## src/rtl/pulse_train_pkg.sv

```systemverilog
// ============================================================================
//  pulse_train_pkg -- shared state type and divider sizing helpers
//  Revision: 1.0
// ============================================================================
`default_nettype none

package pulse_train_pkg;

  typedef enum logic [1:0] {
    ST_IDLE = 2'd0,
    ST_RUN  = 2'd1,
    ST_DONE = 2'd2
  } state_e;

  // Clock cycles per half period of the output wave.
  function automatic int CountValue(input int target_hz, input int base_hz);
    return base_hz / (2 * target_hz);
  endfunction

  function automatic int CeilLog2(input int value);
    int result;
    result = 0;
    while ((1 << result) < value) begin
      result = result + 1;
    end
    return result;
  endfunction

endpackage

`default_nettype wire

```

## src/rtl/tick_divider.sv

```systemverilog
// ============================================================================
//  tick_divider -- free-running 0..MAXIMUM_VALUE-1 counter with wrap tick
//  Revision: 1.0
// ============================================================================
`default_nettype none

module tick_divider
  import pulse_train_pkg::*;
#(
  parameter int MAXIMUM_VALUE     = 5,
  parameter int NBITS_FOR_COUNTER = CeilLog2(MAXIMUM_VALUE)
) (
  input  logic                         clk,
  input  logic                         reset,
  input  logic                         clear,
  input  logic                         enable,
  output logic                         tick,
  output logic [NBITS_FOR_COUNTER-1:0] CountOut
);

  localparam logic [NBITS_FOR_COUNTER-1:0] c_last_count =
    NBITS_FOR_COUNTER'(MAXIMUM_VALUE - 1);

  logic [NBITS_FOR_COUNTER-1:0] count_q;
  logic [NBITS_FOR_COUNTER-1:0] count_d;

  always_comb begin
    count_d = count_q;
    if (clear) begin
      count_d = '0;
    end else if (enable) begin
      count_d = (count_q == c_last_count) ? '0 : count_q + 1'b1;
    end
  end

  always_ff @(posedge clk or negedge reset) begin
    if (!reset) begin
      count_q <= '0;
    end else begin
      count_q <= count_d;
    end
  end

  // Clear outranks enable so an abort never produces a stray edge.
  assign tick     = enable && !clear && (count_q == c_last_count);
  assign CountOut = count_q;

endmodule

`default_nettype wire

```

## src/rtl/pulse_train_controller.sv

```systemverilog
// ============================================================================
//  pulse_train_controller -- finite or continuous square-wave pulse trains
//  Revision: 1.0
// ============================================================================
`default_nettype none

module pulse_train_controller
  import pulse_train_pkg::*;
#(
  parameter int BASE_CLK          = 50000000,
  parameter int TARGET_FREQUENCY  = 100000,
  parameter int MAXIMUM_VALUE     = CountValue(TARGET_FREQUENCY, BASE_CLK),
  parameter int NBITS_FOR_COUNTER = CeilLog2(MAXIMUM_VALUE),
  parameter int NBITS_PULSES      = 8
) (
  input  logic                    clk,
  input  logic                    reset,
  input  logic                    start,
  input  logic                    stop,
  input  logic                    continuous,
  input  logic [NBITS_PULSES-1:0] pulse_count,
  output logic                    wave,
  output logic                    busy,
  output logic                    done,
  output logic [NBITS_PULSES-1:0] periods_left
);

  if (MAXIMUM_VALUE < 2) begin : g_bad_maximum
    $error("pulse_train_controller: MAXIMUM_VALUE must be at least 2");
  end

  state_e                  state_q, state_d;
  logic                    wave_q, wave_d;
  logic                    busy_q, busy_d;
  logic                    done_q, done_d;
  logic                    cont_q, cont_d;
  logic [NBITS_PULSES-1:0] left_q, left_d;

  logic                         div_clear;
  logic                         div_enable;
  logic                         tick;
  logic [NBITS_FOR_COUNTER-1:0] count_unused;

  assign div_enable = (state_q == ST_RUN);
  assign div_clear  = (state_q != ST_RUN) || stop;

  tick_divider #(
    .MAXIMUM_VALUE    (MAXIMUM_VALUE),
    .NBITS_FOR_COUNTER(NBITS_FOR_COUNTER)
  ) u_tick_divider (
    .clk     (clk),
    .reset   (reset),
    .clear   (div_clear),
    .enable  (div_enable),
    .tick    (tick),
    .CountOut(count_unused)
  );

  always_comb begin
    state_d = state_q;
    wave_d  = wave_q;
    left_d  = left_q;
    cont_d  = cont_q;
    case (state_q)
      ST_IDLE: begin
        wave_d = 1'b0;
        if (start && !stop) begin
          left_d  = pulse_count;
          cont_d  = continuous;
          state_d = ((pulse_count == '0) && !continuous) ? ST_DONE : ST_RUN;
        end
      end
      ST_RUN: begin
        if (stop) begin
          state_d = ST_IDLE;
          wave_d  = 1'b0;
          left_d  = '0;
        end else if (tick) begin
          wave_d = !wave_q;
          // A falling edge closes one full period of a finite train.
          if (wave_q && !cont_q) begin
            left_d = left_q - 1'b1;
            if (left_q == NBITS_PULSES'(1)) begin
              state_d = ST_DONE;
            end
          end
        end
      end
      ST_DONE: begin
        wave_d  = 1'b0;
        state_d = ST_IDLE;
      end
      default: begin
        state_d = ST_IDLE;
        wave_d  = 1'b0;
        left_d  = '0;
      end
    endcase
    busy_d = (state_d == ST_RUN);
    done_d = (state_d == ST_DONE);
  end

  always_ff @(posedge clk or negedge reset) begin
    if (!reset) begin
      state_q <= ST_IDLE;
      wave_q  <= 1'b0;
      busy_q  <= 1'b0;
      done_q  <= 1'b0;
      cont_q  <= 1'b0;
      left_q  <= '0;
    end else begin
      state_q <= state_d;
      wave_q  <= wave_d;
      busy_q  <= busy_d;
      done_q  <= done_d;
      cont_q  <= cont_d;
      left_q  <= left_d;
    end
  end

  assign wave         = wave_q;
  assign busy         = busy_q;
  assign done         = done_q;
  assign periods_left = left_q;

endmodule

`default_nettype wire

```

## config.mk

```make
export PLATFORM = sky130hd
export DESIGN_NAME = pulse_train_controller
export DESIGN_NICKNAME = d
export VERILOG_FILES = /design/src/rtl/pulse_train_pkg.sv /design/src/rtl/tick_divider.sv /design/src/rtl/pulse_train_controller.sv
export SDC_FILE = /design/constraint.sdc
export NUM_CORES = 1
export LEC_CHECK = 0
export ABC_AREA = 1
export CORE_MARGIN = 2
export CORE_UTILIZATION = 30
export CTS_CLUSTER_DIAMETER = 40
export DETAILED_ROUTE_END_ITERATION = 6
export HOLD_SLACK_MARGIN = 0.12
export PLACE_DENSITY = 0.57
export SLEW_MARGIN = 40
export SYNTH_ARGS = -nofsm -noshare
export SYNTH_HDL_FRONTEND = slang
export SYNTH_SLANG_ARGS = --single-unit
```

## constraint.sdc

```tcl
create_clock -name clk -period 1.4 [get_ports clk]
set_clock_uncertainty 0.15 [all_clocks]
set_input_delay 0.42 -clock clk [delete_from_list [all_inputs] [get_ports clk]]
set_output_delay 0.42 -clock clk [all_outputs]
set_load 0.01 [all_outputs]
```

==> After elaboration in Yosys (flattened, before gate mapping) <==
Cells that the tools add are included.
{ "totals": {"regBits": 22, "input_bits": 13, "out_inout_bits": 11, "elab_cells": 54} }
{ "op_classes": {"addsub": 2, "n_eq_ne": 10, "muxes": 18, "bitwise_logic": 1, "reduce_logical": 16} }
{ "ops": {"columns": ["cell", "n"], "rows": [
  ["two-way mux 8 bit", 7],
  ["case mux 8 bit (3 select lines)", 1],
  ["two-way mux 2 bit", 6],
  ["adder 8 x 1 -> 8 bit, second input constant", 1],
  ["== test 8 x 1 -> 1 bit, second input constant", 1],
  ["== test 8 bit, second input constant", 1],
  ["zero test 8 bit", 1],
  ["subtractor 8 x 1 -> 8 bit, second input constant", 1],
  ["!= test 3 bit, second input constant", 2],
  ["logical AND 1 bit", 5],
  ["zero test 1 bit", 5],
  ["== test 2 x 1 -> 1 bit, second input constant", 2],
  ["== test 2 bit, second input constant", 2],
  ["case mux 2 bit (2 select lines)", 1],
  ["AND reduction 4 bit", 1],
  ["two-way mux 1 bit", 3],
  ["zero test 2 bit", 1],
  ["!= test 2 x 1 -> 1 bit, second input constant", 1],
  ["!= test 2 bit, second input constant", 1],
  ["AND reduction 2 bit", 1],
  ["nonzero test 2 bit", 1],
  ["logical OR 1 bit", 1],
  ["inverter 1 bit", 1]
]} }

==> Longest topological paths before layout <==
{ "logic_depth": {"ltp_word": 9, "depth_mapped": 9} }

==> Modules after synthesis <==
Synthesis repeated with hierarchy kept, for this count alone.
{ "hier_totals": {"cells_unflattened": 180, "hier_area_um2": 1366.3} }
{ "modules_own_cells": {"columns": ["module", "instances", "cells_each", "area_per_inst_um2", "seq_area_each_um2"], "rows": [
  ["pulse_train_controller", 1, 121, 849.6, 350.3],
  ["tick_divider", 1, 59, 516.7, 200.2]
]} }

==> Least setup slack after synthesis <==
Ideal clock, no wire load.
{ "synth_path": {"kind": "register -> register", "start": "register left_q[1] (netlist: periods_left[1])", "end": "register busy_q (netlist: busy)", "setup_time_ps": 128, "arrival_ps": 1189, "slack_ps": -66, "stages_incl_launch_ff": 7, "path_buffers": 0, "synth_period_minus_slack_ps": 1466, "path_cell_list": "dfrtp_1 inv_1 ha_1 nor3b_1 nand3_1 o21ai_0 nand2_1"} }
{ "synth_via": {"elab_chain_cells": 7} }
{ "synth_lines": {"columns": ["item", "line_no", "source"], "rows": [
  ["start: declaration", "pulse_train_controller.sv:37", "logic [NBITS_PULSES-1:0] left_q, left_d;"],
  ["start signal: assignment", "pulse_train_controller.sv:117", "left_q <= left_d;"],
  ["== test 8 x 1 -> 1 bit", "pulse_train_controller.sv:83", "if (left_q == NBITS_PULSES'(1)) begin"],
  ["two-way mux 2 bit", "pulse_train_controller.sv:83", null],
  ["two-way mux 2 bit", "pulse_train_controller.sv:81", "if (wave_q && !cont_q) begin"],
  ["two-way mux 2 bit", "pulse_train_controller.sv:78", "end else if (tick) begin"],
  ["two-way mux 2 bit", "pulse_train_controller.sv:74", "if (stop) begin"],
  ["case mux 2 bit (2 select lines)", "pulse_train_controller.sv:64", "case (state_q)"],
  ["== test 2 x 1 -> 1 bit", "pulse_train_controller.sv:99", "busy_d = (state_d == ST_RUN);"],
  ["net busy_d", "pulse_train_controller.sv:34", "logic busy_q, busy_d;"],
  ["end signal: assignment", "pulse_train_controller.sv:114", "busy_q <= busy_d;"],
  ["end: declaration", "pulse_train_controller.sv:34", null]
]} }
The timed path passes the listed nets, and every way through them passes these cells.
A chain may end at the register's enable or synchronous reset.

==> Worst setup path after layout <==
{ "layout_path": {"start": "register left_q[1] (netlist: periods_left[1])", "end": "register state_q[0]"} }
{ "layout_via": {"elab_chain_cells": 6} }
{ "layout_lines": {"columns": ["item", "line_no", "source"], "rows": [
  ["== test 8 x 1 -> 1 bit", "pulse_train_controller.sv:83", null],
  ["two-way mux 2 bit", "pulse_train_controller.sv:83", null],
  ["two-way mux 2 bit", "pulse_train_controller.sv:81", null],
  ["two-way mux 2 bit", "pulse_train_controller.sv:78", null],
  ["two-way mux 2 bit", "pulse_train_controller.sv:74", null],
  ["case mux 2 bit (2 select lines)", "pulse_train_controller.sv:64", null],
  ["net state_d[0]", "pulse_train_controller.sv:32", "state_e state_q, state_d;"],
  ["end signal: assignment", "pulse_train_controller.sv:112", "state_q <= state_d;"],
  ["end: declaration", "pulse_train_controller.sv:32", null]
]} }
The timed path passes the listed nets, and every way through them passes these cells.

==> out/qor.csv <==
stage;metric;value;unit
run_status;status;finished, violations left;
run_status;failing checks;setup timing;
place;placed cells;252;
sta;Slew headroom;85.3;%
floorplan;Die Wd;69.1;um
global_route;vias in the first global route;1294;
sta;RSZ-0062 raised after global routing;true;
finish;share of post-route cells with drive strength above 1;44.5;%
job;Max-Cap Viols;0;
sta;period utilization;105;%
sta;Least-Margin Pin Slew;0.220;ns
synthesis;main combinational cell family by area after synthesis;simple AND/OR/NAND/NOR gates;
finish;Core Util, Final;49.1;%
global_route;GRT Total Usage;14.7;%
cts;CTS tree;yes;
place;PortBufs;23;
worst_setup_path;Reg2Reg Depth;6;
finish;finished layout cell area;1980;sq um
synthesis;compound-gate portion of the synthesized area;7.96;%
global_route;initial antenna violation count;0;
routing;ANT nets after route;0;
routing;DRC errors left;0;
synthesis;mux cell area share after synthesis;0.885;%
finish;filler instances;389;
synthesis;cells after synthesis;159;
synthesis;Avg Synthesized Cell Area;8.00;sq um
synthesis;cell area after synthesis;1270;sq um
floorplan;die area;4780;sq um
power;NetSw;0.884;mW
worst_setup_path;Reg2Reg Setup Slack;-0.07;ns
global_route;total gr overflow;0;
finish;synthesis-to-layout area growth;55.4;%
synthesis;Synth Area in Simple Gates;34.9;%
global_route;first-pass GRT wire length;5.79;mm
finish;fin nets;229;
synthesis;Synth area leaders;dfrtp_1 (43%), nand2_1 (12%), nor2_1 (6.2%), nand2_2 (4.9%), nand3_1 (4.3%);
sta;Final setup viols;10;
finish;non-filler cells, final;261;
routing;Starting DRT DRC Count;88;
floorplan;row count;23;
synthesis;Synth Area in Adders;3.93;%
min_path;worst hold path class;input pin to asynchronous set/reset pin;
power;Gate power share;44.4;%
power;sequential share of power;31.3;%
floorplan;I/O pin count;24;
worst_setup_path;origin of the worst setup path;periods_left[1]$_DFFE_PN0P_;
worst_setup_path;CP Capture Type;flop;
synthesis;Yosys cell types;26;
cts;clk buf depth;2;
cts;CTS Buf Count;3;
place;post-detail-place hpwl;2.48;mm
sta;Fmax;681;MHz
power;Clock Power Share;24.3;%
power;Lkg Pwr;0.937;nW
sta;final period demand of the worst path;1.47;ns
synthesis;post-synthesis sequential area ratio;43.3;%
cts;Clock transition at path regs;0.09;ns
sta;setup slack after layout;-0.0693;ns
cts;CTS Sinks;22;
power;peak supply drop;504;uV
synthesis;Post-Synth XOR/XNOR Area;2.75;%
place;Cell Area, Placed;1740;sq um
global_route;largest net degree at the start of global routing;23;
power;total power;2.49;mW
worst_setup_path;worst r2r src;periods_left[1]$_DFFE_PN0P_;
synthesis;Synthesized Nets;176;
synthesis;area leader, netlist;dfrtp_1;
cts;clock latency on the worst-skew pair;0.27;ns
power;Power Density;1260;nW/um^2
place;RePlAce Congestion;0.911;
cts;H-tree Lvls;1;
worst_setup_path;CP arrival;1.47;ns
sta;Final Max Tran Viols;0;
routing;first-pass iteration count of the detailed router;5;
cts;hold_buf cts;0;
worst_setup_path;FF-to-FF End;state_q[0]$_DFF_PN0_;
synthesis;register bit total from synthesis;22;
floorplan;Starting Density;31.6;%
finish;Antenna Cells;0;
worst_setup_path;CP Data Required Time;1.40;ns
worst_setup_path;crit path kind;flop to flop;
synthesis;top cell type's share of synthesized area;43.3;%
routing;Routed WL;3.65;mm
worst_setup_path;critical path startpoint category;flop;
sta;setup_tns;-0.340;ns
routing;Avg Vias per Cell;4.98;
power;Switching Fraction;35.6;%
cts;root buffer cell;clkbuf_8;
routing;Wirelength per Cell;14.0;um
worst_setup_path;CP Max Fanout;4;
power;Cell Int Power;1.60;mW
floorplan;Core ar.;4030;sq um
routing;DR vias;1300;
sta;number of hold violations in the final report;0;
floorplan;Die H;69.1;um
synthesis;Ys Warns;0;
## routing by layer
layer  GRT usage, %  vias to the layer above  wire [um]
met5              0                        -          0
met4           7.19                        0         62
met3           3.22                        8        185
met2           24.6                       47       1910
met1           17.9                      632       1480
li1               -                      613          -
## power by group through the flow
stage	combinational, mW	sequential (mW)	clock, mW
finish	1.10	0.779	0.604
global route	1.20	0.791	0.635
CTS	0.940	0.773	0.615
detailed placement	0.905	0.789	0
global placement	0.890	0.784	0
floorplan	0.395	0.843	0
## critical path: stages, from the launching register on
cell	delay, ns
dfrtp_1	0.41
inv_2	0.12
ha_1	0.15
nor3b_2	0.19
nand3_1	0.11
o21ai_2	0.17
nand2_1	0.07
## worst max path at each step
| stage | endpoint | slack [ns] | depth (start not counted) |
|---|---|---|---|
| 2_1_floorplan | periods_left[2]$_DFFE_PN0P_ | 0.0004 | 8 |
| 3_3_place_gp | periods_left[4]$_DFFE_PN0P_ | -0.43 | 9 |
| 3_5_place_dp | periods_left[0]$_DFFE_PN0P_ | -0.49 | 9 |
| 4_1_cts | busy$_DFF_PN0_ | -0.04 | 6 |
| 5_1_grt | periods_left[5]$_DFFE_PN0P_ | -0.12 | 11 |
| 6_report | state_q[0]$_DFF_PN0_ | -0.07 | 6 |
## kinds of logic after synthesis
| group | count (synthesis) |
|---|---|
| flip-flops | 22 |
| AND/OR/NAND/NOR | 94 |
| AO/OA/AOI/OAI | 18 |
| buffers and inverters | 16 |
| XOR/XNOR | 4 |
| multiplexers | 1 |
| adder cells (fa/ha/maj) | 4 |
## stage by stage
stage | setup WS [ns] | hold slack, ns
final | -0.0693 | 0.339
after global routing | -0.123 | 0.373
after CTS | -0.0358 | 0.348
after detailed placement | -0.487 | 0.334
after global placement | -0.433 | 0.319
after floorplan | 0.000401 | -0.0256
## cell usage after synthesis
| cell type | number |
|---|---|
| a21oi_1 | 1 |
| a31oi_1 | 1 |
| buf_12 | 1 |
| clkinv_2 | 1 |
| dfrtp_1 | 22 |
| ha_1 | 4 |
| inv_1 | 13 |
| inv_4 | 1 |
| mux2_2 | 1 |
| nand2_1 | 39 |
| nand2_2 | 10 |
| nand2_4 | 2 |
| nand3_1 | 11 |
| nand3_2 | 1 |
| nand4_1 | 2 |
| nor2_1 | 21 |
| nor2_2 | 2 |
| nor2_4 | 1 |
| nor3_1 | 2 |
| nor3b_1 | 3 |
| o21ai_0 | 10 |
| o21ai_1 | 3 |
| o21ai_2 | 2 |
| o21bai_1 | 1 |
| xnor2_1 | 3 |
| xor2_1 | 1 |
## area by class of cell
cell class	instances	area, sq um	area share (%)
Clock buffer	3	41.3	2.09
Clock inverter	1	30.0	1.52
Inverter	15	76.3	3.86
Multi-Input combinational cell	121	797	40.3
Sequential cell	22	551	27.8
Tap cell	50	62.6	3.16
Timing Repair Buffer	48	403	20.4
Timing Repair inverter	1	16.3	0.823
## registers in the layout, summed over array words and instances (netlist names)
name                     cells
periods_left                 8
u_tick_divider.CountOut      8
state_q                      2
busy                         1
cont_q                       1
done                         1
wave                         1
## cells in the final DEF (no fill, tap or decap), types with 2 or more instances in the layout
cell type / instances
buf_12: 2
buf_2: 10
dlygate4sd2_1: 2
nor2_2: 10
xnor2_1: 3
nand2_2: 13
inv_1: 9
nand2_4: 3
o21ai_2: 3
nand3_1: 5
nand4_1: 2
dfrtp_1: 22
nand3_2: 6
clkdlybuf4s50_1: 10
nor3b_2: 3
nand2_8: 2
nand2_1: 33
o21ai_1: 10
buf_6: 4
clkbuf_8: 3
inv_4: 3
nor2_1: 13
buf_4: 20
ha_1: 2
## repair_timing
action                     in CTS  in global routing
pin swaps                       6                 12
setup buffers                   2                  2
setup endpoints to repair      33                 21
cloned                          1                  0
resized for setup              66                 37
No activity file was read; power rests on OpenSTA's default activity.
